## config.mk

```make
export PLATFORM = sky130hd
export DESIGN_NAME = matrix_multiplication
export DESIGN_NICKNAME = d
export VERILOG_FILES = /design/src/rtl/matrix_multiplication.sv
export SDC_FILE = /design/constraint.sdc
export NUM_CORES = 1
export LEC_CHECK = 0
export ABC_AREA = 1
export ABC_CLOCK_PERIOD_IN_PS = 8109
export BUFFER_PORTS_ARGS = -buffer_cell sky130_fd_sc_hd__buf_2
export CAP_MARGIN = 20
export CORE_ASPECT_RATIO = 0.6
export CORE_MARGIN = 1
export CORE_UTILIZATION = 40
export CTS_CLUSTER_DIAMETER = 40
export DETAILED_ROUTE_END_ITERATION = 8
export HOLD_SLACK_MARGIN = 0.12
export REMOVE_ABC_BUFFERS = 1
export SLEW_MARGIN = 5
export SYNTH_ARGS = -nofsm -noshare
export SYNTH_HDL_FRONTEND = slang
export SYNTH_SLANG_ARGS = --single-unit
```

## constraint.sdc

```tcl
create_clock -name clk -period 8.11 [get_ports clk]
set_input_delay 0.4055 -clock clk [delete_from_list [all_inputs] [get_ports clk]]
set_output_delay 0.4055 -clock clk [all_outputs]
set_load 0.03 [all_outputs]
```

## src/rtl/matrix_multiplication.sv

```systemverilog
// -----------------------------------------------------------------------------
// matrix_multiplication
//
// Serial 3x3 matrix multiplier for 8-bit unsigned elements, computing
// C = A x B. It uses one multiply-accumulate unit, so it produces one product
// per clock and needs 27 compute cycles for a full result. It is meant to sit
// beside a controller that loads the operands, pulses start and waits for done.
//
// Ports
//   clk     in   1   sole clock, rising edge
//   reset   in   1   synchronous, active-high reset
//   start   in   1   begin a multiplication (accepted in IDLE or DONE)
//   A_flat  in  72   matrix A, row-major, A[r][c] at [71-8*(3r+c) -: 8]
//   B_flat  in  72   matrix B, same packing
//   C_flat  out 72   result matrix C, same packing
//   done    out  1   high while a completed result is held on C_flat
// -----------------------------------------------------------------------------
module matrix_multiplication (
    input  logic        clk,
    input  logic        reset,
    input  logic        start,
    input  logic [71:0] A_flat,
    input  logic [71:0] B_flat,
    output logic [71:0] C_flat,
    output logic        done
);

    typedef enum logic [1:0] {
        IDLE    = 2'd0,
        COMPUTE = 2'd1,
        DONE    = 2'd2
    } state_t;

    state_t state;
    state_t state_next;

    logic [71:0] a_reg;
    logic [71:0] b_reg;
    logic [1:0]  i_idx;
    logic [1:0]  j_idx;
    logic [1:0]  k_idx;
    // The worst case is 3 * 255 * 255 = 195075, which fits in 18 bits.
    logic [17:0] acc;
    logic [7:0]  c_mat [0:8];

    logic [7:0]  a_mat [0:8];
    logic [7:0]  b_mat [0:8];
    logic [3:0]  a_sel;
    logic [3:0]  b_sel;
    logic [3:0]  c_sel;
    logic [15:0] product;
    logic [17:0] sum;
    logic        start_accept;
    logic        last_mac;

    // Unpack the captured operands and repack the result elements. Element n
    // in row-major order lives in the byte that starts at bit 71-8n.
    genvar n;
    generate
        for (n = 0; n < 9; n++) begin : g_unpack
            assign a_mat[n]             = a_reg[71-8*n -: 8];
            assign b_mat[n]             = b_reg[71-8*n -: 8];
            assign C_flat[71-8*n -: 8]  = c_mat[n];
        end
    endgenerate

    // MAC datapath: A[i][k] * B[k][j] added to the running dot product.
    assign a_sel   = ({2'b00, i_idx} * 4'd3) + {2'b00, k_idx};
    assign b_sel   = ({2'b00, k_idx} * 4'd3) + {2'b00, j_idx};
    assign c_sel   = ({2'b00, i_idx} * 4'd3) + {2'b00, j_idx};
    assign product = {8'b0, a_mat[a_sel]} * {8'b0, b_mat[b_sel]};
    assign sum     = acc + {2'b00, product};

    // A start is honoured only when no multiplication is in flight, so a
    // start pulse during COMPUTE is simply dropped.
    assign start_accept = start && ((state == IDLE) || (state == DONE));
    assign last_mac     = (state == COMPUTE) && (i_idx == 2'd2) &&
                          (j_idx == 2'd2) && (k_idx == 2'd2);

    // State register.
    always_ff @(posedge clk) begin
        if (reset) begin
            state <= IDLE;
        end else begin
            state <= state_next;
        end
    end

    // Next-state logic.
    always_comb begin
        state_next = state;
        case (state)
            IDLE: begin
                if (start_accept) begin
                    state_next = COMPUTE;
                end
            end
            COMPUTE: begin
                if (last_mac) begin
                    state_next = DONE;
                end
            end
            DONE: begin
                if (start_accept) begin
                    state_next = COMPUTE;
                end
            end
            default: state_next = IDLE;
        endcase
    end

    // Datapath registers: operand capture, index walk, accumulator, result
    // elements and the done flag.
    always_ff @(posedge clk) begin
        if (reset) begin
            a_reg <= '0;
            b_reg <= '0;
            i_idx <= '0;
            j_idx <= '0;
            k_idx <= '0;
            acc   <= '0;
            done  <= 1'b0;
            for (int e = 0; e < 9; e++) begin
                c_mat[e] <= '0;
            end
        end else if (start_accept) begin
            a_reg <= A_flat;
            b_reg <= B_flat;
            i_idx <= '0;
            j_idx <= '0;
            k_idx <= '0;
            acc   <= '0;
            done  <= 1'b0;
            for (int e = 0; e < 9; e++) begin
                c_mat[e] <= '0;
            end
        end else if (state == COMPUTE) begin
            if (k_idx != 2'd2) begin
                acc   <= sum;
                k_idx <= k_idx + 2'd1;
            end else begin
                // Dot product finished: keep only the low byte (mod 256)
                // and step to the next element in row-major order.
                c_mat[c_sel] <= sum[7:0];
                acc          <= '0;
                k_idx        <= '0;
                if (j_idx == 2'd2) begin
                    j_idx <= '0;
                    if (i_idx == 2'd2) begin
                        i_idx <= '0;
                        done  <= 1'b1;
                    end else begin
                        i_idx <= i_idx + 2'd1;
                    end
                end else begin
                    j_idx <= j_idx + 2'd1;
                end
            end
        end
    end

endmodule

```

* Word-level counts from Yosys, hierarchy flattened
Memory sizes are Yosys's and may differ from the RTL's.
Cells that the tools add are included.
** Storage, ports and cells
- Bits of input ports :: 147
- Register bits after elaboration :: 171
- Word-level logic and storage cells :: 89
- Memory bits (writable) :: 72
- Output and inout port bits :: 73
- Memories kept :: 1
** Memories
- c_mat :: depth 9, width 8, rd ports 9, clocked after memory_dff 0, wr ports 9, RTL line 44 : logic [7:0] c_mat [0:8];
** Cells by class
- Reductions and logical operators :: 13
- Muxes and demuxes :: 35
- Multiply operators :: 3
- Add/sub/neg operators :: 7
- Eq/ne operators :: 8
- Order comparisons :: 2
- Bitwise gates (word level) :: 12
** Operator list (count)
- $mux 8 :: 14
- $bmux 8 s4 :: 2
- $add 18x16->18 :: 1
- $mux 18 :: 1
- $mul 8x8->16 :: 1
- $add 4x2->4 :: 3
- $mux 1 :: 11
- $ge 5x5->1 const B :: 2
- $mux 2 :: 5
- $not 4->5 :: 2
- $or 1x1->1 :: 9
- $eq 2x2->1 const B :: 4
- $mul 2x2->4 const B :: 2
- $reduce_or 8->1 :: 1
- $add 2x1->2 const B :: 3
- $logic_and 1x1->1 :: 4
- $mux 4 :: 1
- $ne 2x2->1 const B :: 2
- $pmux 2 s2 :: 1
- $reduce_and 2->1 :: 2
- $reduce_and 4->1 :: 1
- $reduce_or 2->1 :: 2
- $reduce_and 3->1 :: 1
- $eq 2x1->1 const B :: 1
- other kinds (4) :: 4

* Longest topological paths before layout
Gate-level depths: netlist (run 1).
- Depth in word-level cells :: 9
- Depth in mapped cells :: 35
- Gate-level depth less buffers :: 34

* Worst setup path after synthesis (run 1)
No wires, ideal clock.
- Kind :: register -> register
- Start :: reg k_idx[1]
- End :: mem c_mat[8][7], data pin
- Required time :: 7.846 ns
- Path buffers :: 1
- Setup time :: 0.264 ns
- Period minus slack after synthesis :: 6.222 ns
- Setup slack :: 1.888 ns
- Stages on the path, launching flop included :: 35
- Arrival :: 5.958 ns
- Cells stage by stage :: dfxtp_1 inv_1 fa_1 inv_1 ha_1 inv_1 fa_1 buf_2 inv_2 nor2_2 nand3_1 nand2_1 nand2_1 inv_1 nand2_1 fa_1 inv_1 fa_1 inv_1 fa_1 fa_1 inv_1 ha_1 a21oi_1 nand2_1 xor2_1 inv_1 nand3_1 nand3_1 nand2_1 inv_1 nand3_1 nand2_2 inv_2 nor2_1
** RTL lines
- start: declaration :: RTL line 41 : logic [1:0] k_idx;
- start signal: assignment :: RTL line 140 : k_idx <= k_idx + 2'd1;
- end: declaration :: RTL line 44

==> results.toml, run 1 <==
[finish]
layout.nets = 1919
final_layout_size_suffix_gt1_share_pct = 16.8
fillers = 2560
final_cell_mix = "534 x nand2_1, 218 x buf_2, 161 x dfxtp_1"
syn_to_final_growth_pct = 29.5
diodes = 0
final_common_cell = "nand2_1"

[placed_design]
port_buffers = 219
place_ws_ns = 1.03
gp_congestion = 0.891
hpwl_microns = 21400

[timing]
max_freq_ghz = 0.141
setup_tns_ns = 0
slew_headroom_pct = 26.1
fin_ws_ns = 1.03
final_max_slew_viol_count = 0
hold_viol = 0
period_needed_ns = 7.08
grt_setup_unrepaired = "false"
period_share_pct = 87.3
setup_violations = 0
worst_slew_pin_slew_ns = 1.11
fin_skew_ns = 0.0125

[clock_network]
clk_path_buf_depth = 3
cts_tree = "done"
root_buffer = "clkbuf_16"
postCtsSetupRepairBufs = 0
hold_buffers = 100
cts_sinks = 233
clk_latency_ns = 0.55
cts_resized = 0
clkTransAtPathRegs_ns = 0.06
cts_htree_levels = 1
cts_made_buffers = 28

[critical_path]
rrSetupSlack_ns = 1.03
crit_type = "reg2reg"
crit_slowest_cell = "fa_1"
cp_common_cell = "inv_1"
start_kind = "flip-flop"
cp_data_arrival_time_ns = 7.37
ff2ff_path_depth = 33
reg2reg_to = "c_mat[3][7]"
critPathMaxStageDelay_ns = 0.78
cp_data_required_time_ns = 8.39
crit_fanout = 9
cp-end-kind = "flip-flop"
rr_startpoint = "k_idx[1]"

[min_path]
hold_class = "in2reg"
worstHoldStart = "A_flat[34]"
hold_end = "a_mat[34]"
hold_depth = 3

[global_route]
grt_pass1_wl_microns = 50200
grt_use_total_pct = 22.0
first_global_vias = 9832
antenna_found_initial = 0
grt_max_degree = 98
grt_overflow = 0

[synth]
synth-compound-area-share_pct = 8.11
synth.mux.area_fraction_pct = 0
synth_fa_ha_area_share_pct = 7.35
ys_seq_elements = 233
synthCells = 1434
syn_area_sq_mm = 0.0111
ys_types = 30
avgSynthCellArea_sq_um = 7.74
ys_warn_count = 0
synthSimpleGateAreaFrac_pct = 28.6
synthXorXnorAreaFrac_pct = 1.12
synth_top_family_by_area = "simple AND/OR/NAND/NOR gates"
seq_area_frac_synth_pct = 48.5

[run_status]
outcome = "complete, no violations"

[drt]
route.detailed.drc = 0
vias_per_cell = 4.86
num_vias = 10200
wire_per_inst_microns = 15.1
drt-initial-drc-count = 688
wirelength_microns = 31700
drtPass1Iterations = 7
ant_nets = 0

[run]
drv_cap = 0

[power_and_ir_drop]
p_leak_nw = 6.25
ir_drop_mv = 0.148
p_per_area_mw_per_mm2 = 218

[floorplan]
top_level_ports = 220
design.die.area_sq_mm = 0.0284
core_area_sq_mm = 0.0268
die_h_microns = 131
initial_core_util_pct = 41.4
rows = 46
dieWidth_microns = 217
## power by group
group	total [W]	internal, W	switching, W
logic	0.000567	0.000185	0.000382
registers	0.00130	0.00127	0.0000285
clock network	0.00127	0.000755	0.000519
## critical path: cells and delay by family, from the launching register on
family	cells	cell delay, ns
adders and majority gates	8	3.74
xor gates and xnor gates	1	0.19
AOI/OAI and AO/OA	1	0.16
buffers and inverters	11	1.15
and+or+nand+nor	12	1.23
DFF	1	0.33
## stage by stage
step | power, W | util [%] | instances | hold WS, ns | cell area (sq um)
2_1_floorplan | 0.00166 | - | 1362 | 0.432 | 10800
3_3_place_gp | 0.00184 | 46.2 | 1949 | 0.439 | 12400
3_5_place_dp | 0.00185 | 46.2 | 1949 | 0.442 | 12400
4_1_cts | 0.00316 | 53.5 | 2101 | 0.120 | 14300
5_1_grt | 0.00328 | 53.6 | 2102 | 0.131 | 14400
6_report | 0.00314 | 53.6 | 2102 | 0.138 | 14400
## metal layers
layer  track usage [%]  share of wire (%)
met3              3.31                5.4
met1              32.6                 50
met4              4.76                1.7
met2              34.0                 43
met5                 0                  0
## registers in the layout, indices dropped and copies added, names as in the netlist
register	cells
a_mat	72
b_mat	72
c_mat	72
acc	8
i_idx	2
j_idx	2
k_idx	2
state	2
done	1
## worst max-delay path by stage
| stage | startpoint | endpoint | slack (ns) | cells past startpoint |
|---|---|---|---|---|
| finish | k_idx[1] | c_mat[3][7] | 1.03 | 33 |
| global route | k_idx[1] | c_mat[3][7] | 0.46 | 33 |
| CTS | k_idx[1] | c_mat[3][7] | 1.01 | 33 |
| detailed placement | k_idx[1] | c_mat[3][7] | 1.03 | 33 |
| global placement | k_idx[1] | c_mat[8][7] | 1.23 | 34 |
| floorplan | start | a_mat[10] | -1.20 | 5 |
## synthesized netlist by cell type
| cell type | instances | area (sq um) |
|---|---|---|
| nor3_1 | 5 | 25.0 |
| nor2_1 | 116 | 435 |
| buf_6 | 1 | 11.3 |
| a211oi_1 | 12 | 90.1 |
| nand2_1 | 534 | 2000 |
| xor2_4 | 1 | 27.5 |
| nand3_1 | 119 | 596 |
| a21oi_1 | 150 | 751 |
| edfxtp_1 | 72 | 2160 |
| a21oi_2 | 1 | 8.76 |
| buf_4 | 2 | 15.0 |
| buf_1 | 1 | 3.75 |
| or2_2 | 1 | 6.26 |
| buf_2 | 12 | 60.1 |
| nor2_4 | 1 | 11.3 |
| clkinv_1 | 8 | 30.0 |
| clkbuf_1 | 55 | 206 |
| xnor2_1 | 5 | 43.8 |
| dfxtp_1 | 161 | 3220 |
| ha_1 | 30 | 375 |
| nand3b_1 | 3 | 22.5 |
| nor2_2 | 2 | 12.5 |
| fa_1 | 22 | 440 |
| inv_2 | 4 | 15.0 |
| o21ai_0 | 10 | 50.1 |
| nand2_2 | 7 | 43.8 |
| inv_1 | 91 | 342 |
| xor2_1 | 6 | 52.6 |
| nand3_4 | 1 | 17.5 |
| clkbuf_8 | 1 | 13.8 |
## final cells by class
class                   count  area, sq um  share of cell area, %
flip-flops and latches    233         5390                   37.5
well taps                 360          450                   3.14
inverters                 103          389                   2.71
clock buffers              33          741                   5.16
repair buffers            328         2180                   15.2
multi-input cells        1026         5020                   34.9
clock inverters            19          201                   1.40
## kinds of logic (layout without fill, tap and decap cells)
logic type	count (synthesis)	count (layout)
compound gates	173	173
xor+xnor	12	12
fa+ha+maj	52	52
buf+inv	175	483
flops	233	233
simple gates	789	789
No activity file was read; power rests on OpenSTA's default activity.
==> inputs of run 2 (changes only) <==
Settings changed: CORE_UTILIZATION 40 to 32, SLEW_MARGIN 5 to not set.
==> results.toml, run 2 (synthesis gave the netlist of run 1 again) <==
[power_and_ir_drop]
power.switching_w = 0.000974
power_w = 0.00331
pwr-share-seq_pct = 39.2
p_per_area_mw_per_mm2 = 223
ir_drop_mv = 0.167
p_int_w = 0.00234
p_sw_share_pct = 29.4
p_clk_share_pct = 43.2
combPwrFrac_pct = 17.6
p_leak_nw = 6.42

[timing]
slew_headroom_pct = 27.8
setup_tns_ns = 0
hold_viol = 0
grt_setup_unrepaired = "false"
period_needed_ns = 6.88
max_freq_ghz = 0.145
period_share_pct = 84.8
setup_violations = 0
final_max_slew_viol_count = 0
worst_slew_pin_slew_ns = 1.08
fin_skew_ns = 0.0141

[global_route]
grt_use_total_pct = 18.3
grt_pass1_wl_microns = 52500
grt_overflow = 0
first_global_vias = 9888
antenna_found_initial = 0
grt_max_degree = 100

[floorplan]
rows = 52
top_level_ports = 220
dieWidth_microns = 242
core_area_sq_mm = 0.0339
design.die.area_sq_mm = 0.0354
die_h_microns = 146
initial_core_util_pct = 32.7

[finish]
diodes = 0
final_layout_size_suffix_gt1_share_pct = 17.1
final_common_cell = "nand2_1"
syn_to_final_growth_pct = 34.1
final_cell_mix = "534 x nand2_1, 218 x buf_2, 161 x dfxtp_1"
layout.nets = 1948

[drt]
drt-initial-drc-count = 756
wire_per_inst_microns = 14.9
vias_per_cell = 4.65
drtPass1Iterations = 5
route.detailed.drc = 0
ant_nets = 0
wirelength_microns = 33300
num_vias = 10400

[critical_path]
cp_data_required_time_ns = 8.41
cp-end-kind = "flip-flop"
crit_slowest_cell = "fa_1"
cp_data_arrival_time_ns = 7.18
critPathMaxStageDelay_ns = 0.54
start_kind = "flip-flop"
crit_fanout = 9
cp_common_cell = "inv_1"
crit_type = "reg2reg"

[run]
drv_cap = 0

[clock_network]
root_buffer = "clkbuf_16"
cts_tree = "done"
hold_buffers = 124
clkTransAtPathRegs_ns = 0.06
cts_made_buffers = 31
cts_htree_levels = 1
clk_path_buf_depth = 3
cts_sinks = 233
postCtsSetupRepairBufs = 0
cts_resized = 0
clk_latency_ns = 0.56

[placed_design]
gp_congestion = 0.842
hpwl_microns = 22500
port_buffers = 219

[min_path]
hold_class = "in2reg"

[run_status]
outcome = "complete, no violations"
## run 2: cell types whose count changed in the layout (fill, tap and decap cells not counted), moves of 2 or more
cell and delta:
clkinv_1 -2, clkinvlp_4 +2, clkbuf_16 +2, bufinv_16 +2, clkbuf_1 -2, dlygate4sd3_1 +24
buf_4 +2
## run 2: path summary, 6_finish.rpt
kind              start           to  slack (ns)  depth (start not counted)
max            k_idx[1]  c_mat[0][7]        1.23                         34
min reg2reg        done         done        0.45                          2
max reg2reg    k_idx[1]  c_mat[0][7]        1.23                         34
min          A_flat[66]    a_mat[66]        0.14                          3
## run 2: layout make-up
cell class                      count  area [sq um]
Clock buffer                       35           802
Clock inverter                     22           277
Fill cell                        3399         19000
Inverter                          103           389
Multi-Input combinational cell   1026          5020
Sequential cell                   233          5390
Tap cell                          459           574
Timing Repair Buffer              354          2430
## run 2: layer usage
layer | global-route usage [%] | wire (microns) | part of all wire (%) | vias up
met5 | 0 | 0 | 0 | -
li1 | - | - | - | 5226
met2 | 27.7 | 14400 | 43 | 285
met3 | 2.98 | 1990 | 6.0 | 50
met1 | 27.3 | 16300 | 49 | 4826
met4 | 3.92 | 615 | 1.8 | 0
## run 2: metrics by stage
step / util [%] / cells / worst slack, ns / instance area (sq um) / hold slack, ns
after global placement: 37.0 / 2050 / 1.37 / 12500 / 0.442
final: 43.9 / 2232 / 1.23 / 14900 / 0.138
after floorplan: - / 1362 / -1.20 / 10800 / 0.432
after detailed placement: 37.0 / 2051 / 1.23 / 12600 / 0.445
after CTS: 43.9 / 2232 / 1.24 / 14900 / 0.121
after global routing: 43.9 / 2232 / 0.725 / 14900 / 0.124
## run 2: worst max-delay path, delay by kind of cell (launching register included)
kind	cells	cell delay [ns]
buf+inv	12	1.30
xor+xnor	1	0.16
compound gates	1	0.16
flops	1	0.33
simple gates	12	1.21
fa+ha+maj	8	3.46
## run 2: power groups by stage
stage	combinational (W)	clock, W	sequential, W
4_1_cts	0.000583	0.00146	0.00130
2_1_floorplan	0.000298	0	0.00136
3_5_place_dp	0.000535	0	0.00132
3_3_place_gp	0.000528	0	0.00132
6_report	0.000582	0.00143	0.00130
5_1_grt	0.000647	0.00151	0.00131
